### config.mk
export PLATFORM = sky130hd
export DESIGN_NAME = usb_transmitter
export DESIGN_NICKNAME = d
export VERILOG_FILES = /design/src/rtl/usb_transmitter.sv
export SDC_FILE = /design/constraint.sdc
export NUM_CORES = 1
export LEC_CHECK = 0
export CAP_MARGIN = 25
export CORE_ASPECT_RATIO = 1.2
export CORE_MARGIN = 2
export CORE_UTILIZATION = 45
export DETAILED_ROUTE_END_ITERATION = 8
export PLACE_DENSITY = 0.7
export SETUP_SLACK_MARGIN = 0.1
export SYNTH_ARGS = -nofsm -noshare
export SYNTH_HDL_FRONTEND = slang
export SYNTH_SLANG_ARGS = --single-unit
### constraint.sdc
create_clock -name clk -period 2.97 [get_ports clk]
set_input_delay 0.4455 -clock clk [delete_from_list [all_inputs] [get_ports clk]]
set_output_delay 0.4455 -clock clk [all_outputs]
set_load 0.03 [all_outputs]
### src/rtl/usb_transmitter.sv
// ---------------------------------------------------------------------------
// usb_transmitter
//
// Full-speed USB bit-level transmitter. Pulls payload bytes from a show-ahead
// transmit FIFO and sends each packet as SYNC + data + EOP. Bits go out
// LSB-first, NRZI-encoded and bit-stuffed, directly on D+/D-.
// One bit period lasts CLKS_PER_BIT clocks.
//
// Ports:
//   clk         system clock
//   rst         asynchronous reset, active-high (lines return to J at once)
//   tx_start    one-cycle send request, sampled only while idle
//   byte_count  payload length in bytes, latched with tx_start and clamped to
//               MAX_BYTES
//   tx_data     head-of-FIFO byte (show-ahead)
//   tx_empty    FIFO empty flag
//   tx_read     one-cycle FIFO pop strobe, one per byte actually sent
//   d_plus      USB D+ line (registered)
//   d_minus     USB D- line (registered)
//   tx_busy     high from the cycle after an accepted tx_start until idle
//   tx_done     one-cycle pulse on return to idle
//   tx_error    sticky FIFO-underflow flag, cleared by the next accepted start
// ---------------------------------------------------------------------------
module usb_transmitter #(
  parameter int CLKS_PER_BIT = 8,
  parameter int MAX_BYTES    = 64
) (
  input  logic                           clk,
  input  logic                           rst,
  input  logic                           tx_start,
  input  logic [$clog2(MAX_BYTES+1)-1:0] byte_count,
  input  logic [7:0]                     tx_data,
  input  logic                           tx_empty,
  output logic                           tx_read,
  output logic                           d_plus,
  output logic                           d_minus,
  output logic                           tx_busy,
  output logic                           tx_done,
  output logic                           tx_error
);

  localparam int CW = $clog2(MAX_BYTES + 1);
  localparam int BW = (CLKS_PER_BIT > 1) ? $clog2(CLKS_PER_BIT) : 1;
  localparam logic [BW-1:0] LAST_CNT  = BW'(CLKS_PER_BIT - 1);
  localparam logic [CW-1:0] MAX_COUNT = CW'(MAX_BYTES);

  // SYNC pattern 8'h80: seven zeros and then a one, sent LSB-first. Through
  // NRZI this produces KJKJKJKK on the lines.
  localparam logic [7:0] SYNC_BYTE = 8'h80;

  typedef enum logic [2:0] {
    IDLE,
    SYNC,
    DATA,
    EOP_SE0,
    EOP_J
  } state_e;

  state_e        state_q, state_d;
  logic [BW-1:0] bit_cnt_q, bit_cnt_d;     // clock position inside a bit period
  logic [2:0]    bit_idx_q, bit_idx_d;     // bit of shift_q on the line; EOP period count
  logic [2:0]    ones_q, ones_d;           // consecutive transmitted ones
  logic          stuffing_q, stuffing_d;   // current period is a stuffed zero
  logic [7:0]    shift_q, shift_d;         // byte being sent (SYNC or payload)
  logic [CW-1:0] remaining_q, remaining_d; // payload bytes not yet finished
  logic          d_plus_q, d_plus_d;
  logic          d_minus_q, d_minus_d;
  logic          tx_read_q, tx_read_d;
  logic          tx_busy_q, tx_busy_d;
  logic          tx_done_q, tx_done_d;
  logic          tx_error_q, tx_error_d;

  logic          bit_end;    // last clock of the current bit period
  logic [2:0]    next_idx;
  logic          send;       // a real (non-stuff) bit starts at this boundary
  logic          tx_bit;     // value of that bit
  logic          level;      // NRZI level for the next period, 1 = J
  logic [CW-1:0] rem_after;

  assign bit_end  = (bit_cnt_q == LAST_CNT);
  assign next_idx = bit_idx_q + 3'd1;

  always_comb begin
    // NOTE: every signal assigned in this block gets a default first, so no
    // path can leave one unassigned and infer a latch.
    state_d     = state_q;
    bit_cnt_d   = bit_cnt_q;
    bit_idx_d   = bit_idx_q;
    ones_d      = ones_q;
    stuffing_d  = stuffing_q;
    shift_d     = shift_q;
    remaining_d = remaining_q;
    d_plus_d    = d_plus_q;
    d_minus_d   = d_minus_q;
    tx_read_d   = 1'b0;
    tx_busy_d   = tx_busy_q;
    tx_done_d   = 1'b0;
    tx_error_d  = tx_error_q;
    send        = 1'b0;
    tx_bit      = 1'b0;
    level       = d_plus_q;
    rem_after   = remaining_q;

    if (state_q != IDLE) begin
      bit_cnt_d = bit_end ? '0 : bit_cnt_q + 1'b1;
    end

    unique case (state_q)
      IDLE: begin
        bit_cnt_d = '0;
        d_plus_d  = 1'b1;
        d_minus_d = 1'b0;
        if (tx_start) begin
          state_d     = SYNC;
          tx_busy_d   = 1'b1;
          tx_error_d  = 1'b0;
          remaining_d = (byte_count > MAX_COUNT) ? MAX_COUNT : byte_count;
          shift_d     = SYNC_BYTE;
          bit_idx_d   = 3'd0;
          stuffing_d  = 1'b0;
          // First SYNC bit is a zero: toggle from idle J to K right away.
          ones_d      = 3'd0;
          d_plus_d    = 1'b0;
          d_minus_d   = 1'b1;
        end
      end

      SYNC, DATA: begin
        if (bit_end) begin
          if (!stuffing_q && ones_q == 3'd6) begin
            // Six ones in a row: insert a stuffed zero before anything else,
            // including before EOP after the final data bit.
            stuffing_d = 1'b1;
            ones_d     = 3'd0;
            level      = ~d_plus_q;
          end else begin
            stuffing_d = 1'b0;
            if (bit_idx_q != 3'd7) begin
              bit_idx_d = next_idx;
              send      = 1'b1;
              tx_bit    = shift_q[next_idx];
            end else begin
              // Byte boundary. Leaving SYNC finishes no payload byte, so the
              // count is only decremented at the end of a DATA byte.
              rem_after   = (state_q == DATA) ? remaining_q - 1'b1 : remaining_q;
              remaining_d = rem_after;
              if (rem_after == '0) begin
                state_d = EOP_SE0;
              end else if (tx_empty) begin
                tx_error_d = 1'b1;
                state_d    = EOP_SE0;
              end else begin
                state_d   = DATA;
                shift_d   = tx_data;
                bit_idx_d = 3'd0;
                tx_read_d = 1'b1;
                send      = 1'b1;
                tx_bit    = tx_data[0];
              end
            end
          end

          if (send) begin
            // NRZI: a zero toggles the line, a one holds it.
            level  = tx_bit ? d_plus_q : ~d_plus_q;
            ones_d = tx_bit ? ones_q + 3'd1 : 3'd0;
          end

          if (state_d == EOP_SE0) begin
            bit_idx_d = 3'd0;
            d_plus_d  = 1'b0;
            d_minus_d = 1'b0;
          end else begin
            d_plus_d  = level;
            d_minus_d = ~level;
          end
        end
      end

      EOP_SE0: begin
        if (bit_end) begin
          if (bit_idx_q == 3'd1) begin
            state_d   = EOP_J;
            bit_idx_d = 3'd0;
            d_plus_d  = 1'b1;
            d_minus_d = 1'b0;
          end else begin
            bit_idx_d = next_idx;
          end
        end
      end

      EOP_J: begin
        if (bit_end) begin
          state_d   = IDLE;
          tx_done_d = 1'b1;
          tx_busy_d = 1'b0;
        end
      end

      default: begin
        state_d   = IDLE;
        d_plus_d  = 1'b1;
        d_minus_d = 1'b0;
        tx_busy_d = 1'b0;
      end
    endcase
  end

  // Every flop is reset so an aborted packet leaves no stale state behind.
  always_ff @(posedge clk or posedge rst) begin
    if (rst) begin
      state_q     <= IDLE;
      bit_cnt_q   <= '0;
      bit_idx_q   <= 3'd0;
      ones_q      <= 3'd0;
      stuffing_q  <= 1'b0;
      shift_q     <= 8'h00;
      remaining_q <= '0;
      d_plus_q    <= 1'b1;
      d_minus_q   <= 1'b0;
      tx_read_q   <= 1'b0;
      tx_busy_q   <= 1'b0;
      tx_done_q   <= 1'b0;
      tx_error_q  <= 1'b0;
    end else begin
      // NOTE: non-blocking assignments so every flop samples the values from
      // before this edge, independent of statement order.
      state_q     <= state_d;
      bit_cnt_q   <= bit_cnt_d;
      bit_idx_q   <= bit_idx_d;
      ones_q      <= ones_d;
      stuffing_q  <= stuffing_d;
      shift_q     <= shift_d;
      remaining_q <= remaining_d;
      d_plus_q    <= d_plus_d;
      d_minus_q   <= d_minus_d;
      tx_read_q   <= tx_read_d;
      tx_busy_q   <= tx_busy_d;
      tx_done_q   <= tx_done_d;
      tx_error_q  <= tx_error_d;
    end
  end

  assign d_plus   = d_plus_q;
  assign d_minus  = d_minus_q;
  assign tx_read  = tx_read_q;
  assign tx_busy  = tx_busy_q;
  assign tx_done  = tx_done_q;
  assign tx_error = tx_error_q;

endmodule

==> metrics.yaml <==
logic_synthesis:
  synth_largest_type_area_fraction: 0.406
  yosysTopAreaCell: "sky130_fd_sc_hd__dfrtp_1"
  synthCells: 207
  yosysMostFrequentCell: "sky130_fd_sc_hd__dfrtp_1"
  synthFlopType: "sky130_fd_sc_hd__dfrtp_1"
  netlist-cell-type-count: 53
  postSynthNetCount: 234
  synth_async_sr_flop_share: 1.00
  synth_common_cells: "33 x sky130_fd_sc_hd__dfrtp_1, 21 x sky130_fd_sc_hd__nor2_1, 14 x sky130_fd_sc_hd__nand2_1"
  synth_edf_count: 0
  synth.cell_area_um2: 2030
  synthesis.area_per_instance_um2: 9.82
  yosys_register_bits: 34
  ys_seq_area_frac: 0.419
  synthesis.yosys.warnings: 0
  yosys-top-cells-area: "sky130_fd_sc_hd__dfrtp_1 41%, sky130_fd_sc_hd__ha_1 4.9%, sky130_fd_sc_hd__nor2_1 3.9%"
timing:
  maxSlewHeadroom: 0.595
  slew_violations: 0
  grt_setup_unrepaired: "false"
  fin_tns_setup_ps: 0
  finClkSkew_ps: 7.51
  setup-violations-final: 0
  fin_crit_sh: 0.896
  tightestPinTransition_ps: 603
  fmax_ghz: 0.376
  period_minus_slack_ps: 2660
  timing.final.hold_violations: 0
clocking:
  clk_latency_ps: 290
  clk_pin_slew_ps: 70
  clock_tree.root_cell: "sky130_fd_sc_hd__clkbuf_8"
  cts_sinks: 34
  clock_tree.buffer_depth: 2
  cts_post_setup_buffers_inserted: 0
  cts-buffers-inserted: 5
  cts_hold_buf: 0
  cts_tree: "built"
  postCtsResizedCells: 0
  ctsHtreeMaxLevel: 2
power:
  power.combinational.fraction: 0.478
  power.internal_mw: 1.33
  netSwitchingPower_mw: 0.843
  swShare: 0.389
  cell_area_power_density_nw_per_um2: 879
  leak_pwr_nw: 1.05
  power.ir.vdd_worst_uv: 342
  p_seq_frac: 0.331
  share_of_total_power_in_the_clock_network: 0.191
global_routing:
  grt_antenna_before_repair: 0
  grt_max_degree: 35
  global_route.overflow_total: 0
  number_of_global_route_vias_before_repair: 1679
  global_route.usage.total: 0.197
  grt_pass1_wl_um: 7830
final_layout:
  finish.net_count: 263
  multi_input_gate_area_um2: 1100
  area_growth_pct: 21.4
  diodes: 0
  final_core_util: 0.575
  sequential_cell_area_um2: 852
  drive_above_1_share: 0.118
  fillerInstances: 406
setup_path:
  cp.arrival_ps: 2840
  cp.required_ps: 3150
  start_kind: "register"
  timing_worst_setup_path_type: "register to register"
  critPathSlowestCell: "sky130_fd_sc_hd__or4b_4"
  r2r.worst_path.cells: 7
  critical_path.max_fanout: 6
  crit_path_cell_trace: "or3b_1, or4b_4, a2111oi_4, a21oi_4, a31oi_4, xor2_1, o41ai_1"
  regToRegSetupSlack_ps: 310
  cp_slowest_stage_delay_ps: 570
  worst_r2r_endpoint: "d_minus"
  cp_buf_inv_count: 0
  startpoint_of_the_lowest_slack_register_to_register_path: "remaining_q[2]"
  kind_of_end_point_of_the_critical_path: "register"
  critical-path-top-delay-family: "compound AO/OA/AOI/OAI gates"
  worstSetupStartpoint: "remaining_q[2]"
die:
  dieHeight_um: 77.6
  fp.dieArea_um2: 5070
  pin_count: 25
  initial_core_util: 0.473
  number_of_cell_rows: 26
  core_area_um2: 4290
  die_x_um: 65.3
drt:
  detail_route.wl_per_cell_um: 14.6
  dr.first_iter.drc_count: 104
  wl_um: 4280
  routed-via-count: 1647
  route.detailed.drc: 0
  post_drt_via_cell_ratio: 5.62
  detail_route.first_pass.iterations: 4
  final_antenna_net_count: 0
min_path:
  hold-path-endpoint: "bit_cnt_q[0]"
  hold_path_class: "register to register"
  holdCritStartpoint: "bit_cnt_q[0]"
  number_of_cells_traversed_by_the_worst_hold_path: 1
placement:
  globalplace.congestion: 0.804
  detailed_place_hpwl_um: 3000
  io_buffers: 24
job:
  max_cap_violations: 0
outcome:
  run_status: "complete, no violations"
area by class of cell:
class,count,share of cell area
multi-input combinational,153,0.445
sequential,34,0.345
timing repair buffer,32,0.122
clock buffer,6,0.0294
tap,56,0.0284
clock inverter,2,0.0152
inverter,10,0.0152
cell usage in the layout, fill, tap and decap left out, types with 3 or more instances in the layout:
cell	n
sky130_fd_sc_hd__nor2b_1	5
sky130_fd_sc_hd__a22oi_1	4
sky130_fd_sc_hd__nand2_1	14
sky130_fd_sc_hd__nor3_1	7
sky130_fd_sc_hd__a21oi_1	11
sky130_fd_sc_hd__inv_1	10
sky130_fd_sc_hd__ha_1	8
sky130_fd_sc_hd__nor2_1	21
sky130_fd_sc_hd__a22o_1	7
sky130_fd_sc_hd__dfrtp_1	33
sky130_fd_sc_hd__nand3b_1	3
sky130_fd_sc_hd__nand2b_1	3
sky130_fd_sc_hd__o21ai_0	11
sky130_fd_sc_hd__clkbuf_8	5
sky130_fd_sc_hd__xor2_1	4
sky130_fd_sc_hd__mux2i_1	4
sky130_fd_sc_hd__buf_4	8
sky130_fd_sc_hd__and2_1	4
sky130_fd_sc_hd__clkdlybuf4s50_1	24
stage by stage:
stage | cells | power, mW | instance area, um^2 | hold WS, ps | setup WS (ps)
floorplan | 207 | 1.47 | 2030 | 415 | 426
global placement | 285 | 1.73 | 2360 | 429 | 358
detailed placement | 285 | 1.76 | 2360 | 431 | 305
CTS | 293 | 2.19 | 2470 | 441 | 294
global route | 293 | 2.35 | 2470 | 467 | 146
finish | 293 | 2.17 | 2470 | 437 | 308
worst register-to-register path: cells and delay by family (launching register included):
kind	cells	cell delay, ps
AO/OA/AOI/OAI	4	1100
XOR/XNOR	1	90
flip-flops	1	410
AND/OR/NAND/NOR	2	960
state kept, by name, indices dropped and copies added (netlist names), 3 cells and up:
signal and cells:
ones_q 3, shift_q 8, bit_cnt_q 3, bit_idx_q 3, state_q 3, remaining_q 7
logic make-up (layout without fill, tap and decap cells):
logic type               after synthesis  in the layout  synth area share
multiplexers                           6              6            0.0363
buffers and inverters                 20             50            0.0406
flip-flops                            34             34             0.419
AO/OA/AOI/OAI                         59             59             0.227
AND/OR/NAND/NOR                       75             75             0.205
XOR/XNOR                               4              4            0.0172
adder cells (fa/ha/maj)                9              9            0.0542
power by group through the flow:
stage               combinational, mW  clock, mW  sequential, mW
floorplan                       0.726          0           0.748
global placement                 1.01          0           0.720
detailed placement               1.03          0           0.724
CTS                              1.05      0.428           0.717
global route                     1.16      0.452           0.736
finish                           1.04      0.415           0.717
worst max path at each step:
stage / to / slack [ps] / cells past startpoint
floorplan: shift_q[0] / 430 / 7
global placement: d_minus / 360 / 7
detailed placement: d_minus / 310 / 7
CTS: d_minus / 290 / 7
global route: d_minus / 150 / 7
finish: d_minus / 310 / 7
metal layers:
layer / part of all wire / global-route usage
met4: 0.0084 / 0.0833
met2: 0.49 / 0.320
met1: 0.46 / 0.257
met3: 0.039 / 0.0319
met5: 0 / 0
Power figures use the tool's default switching activity.
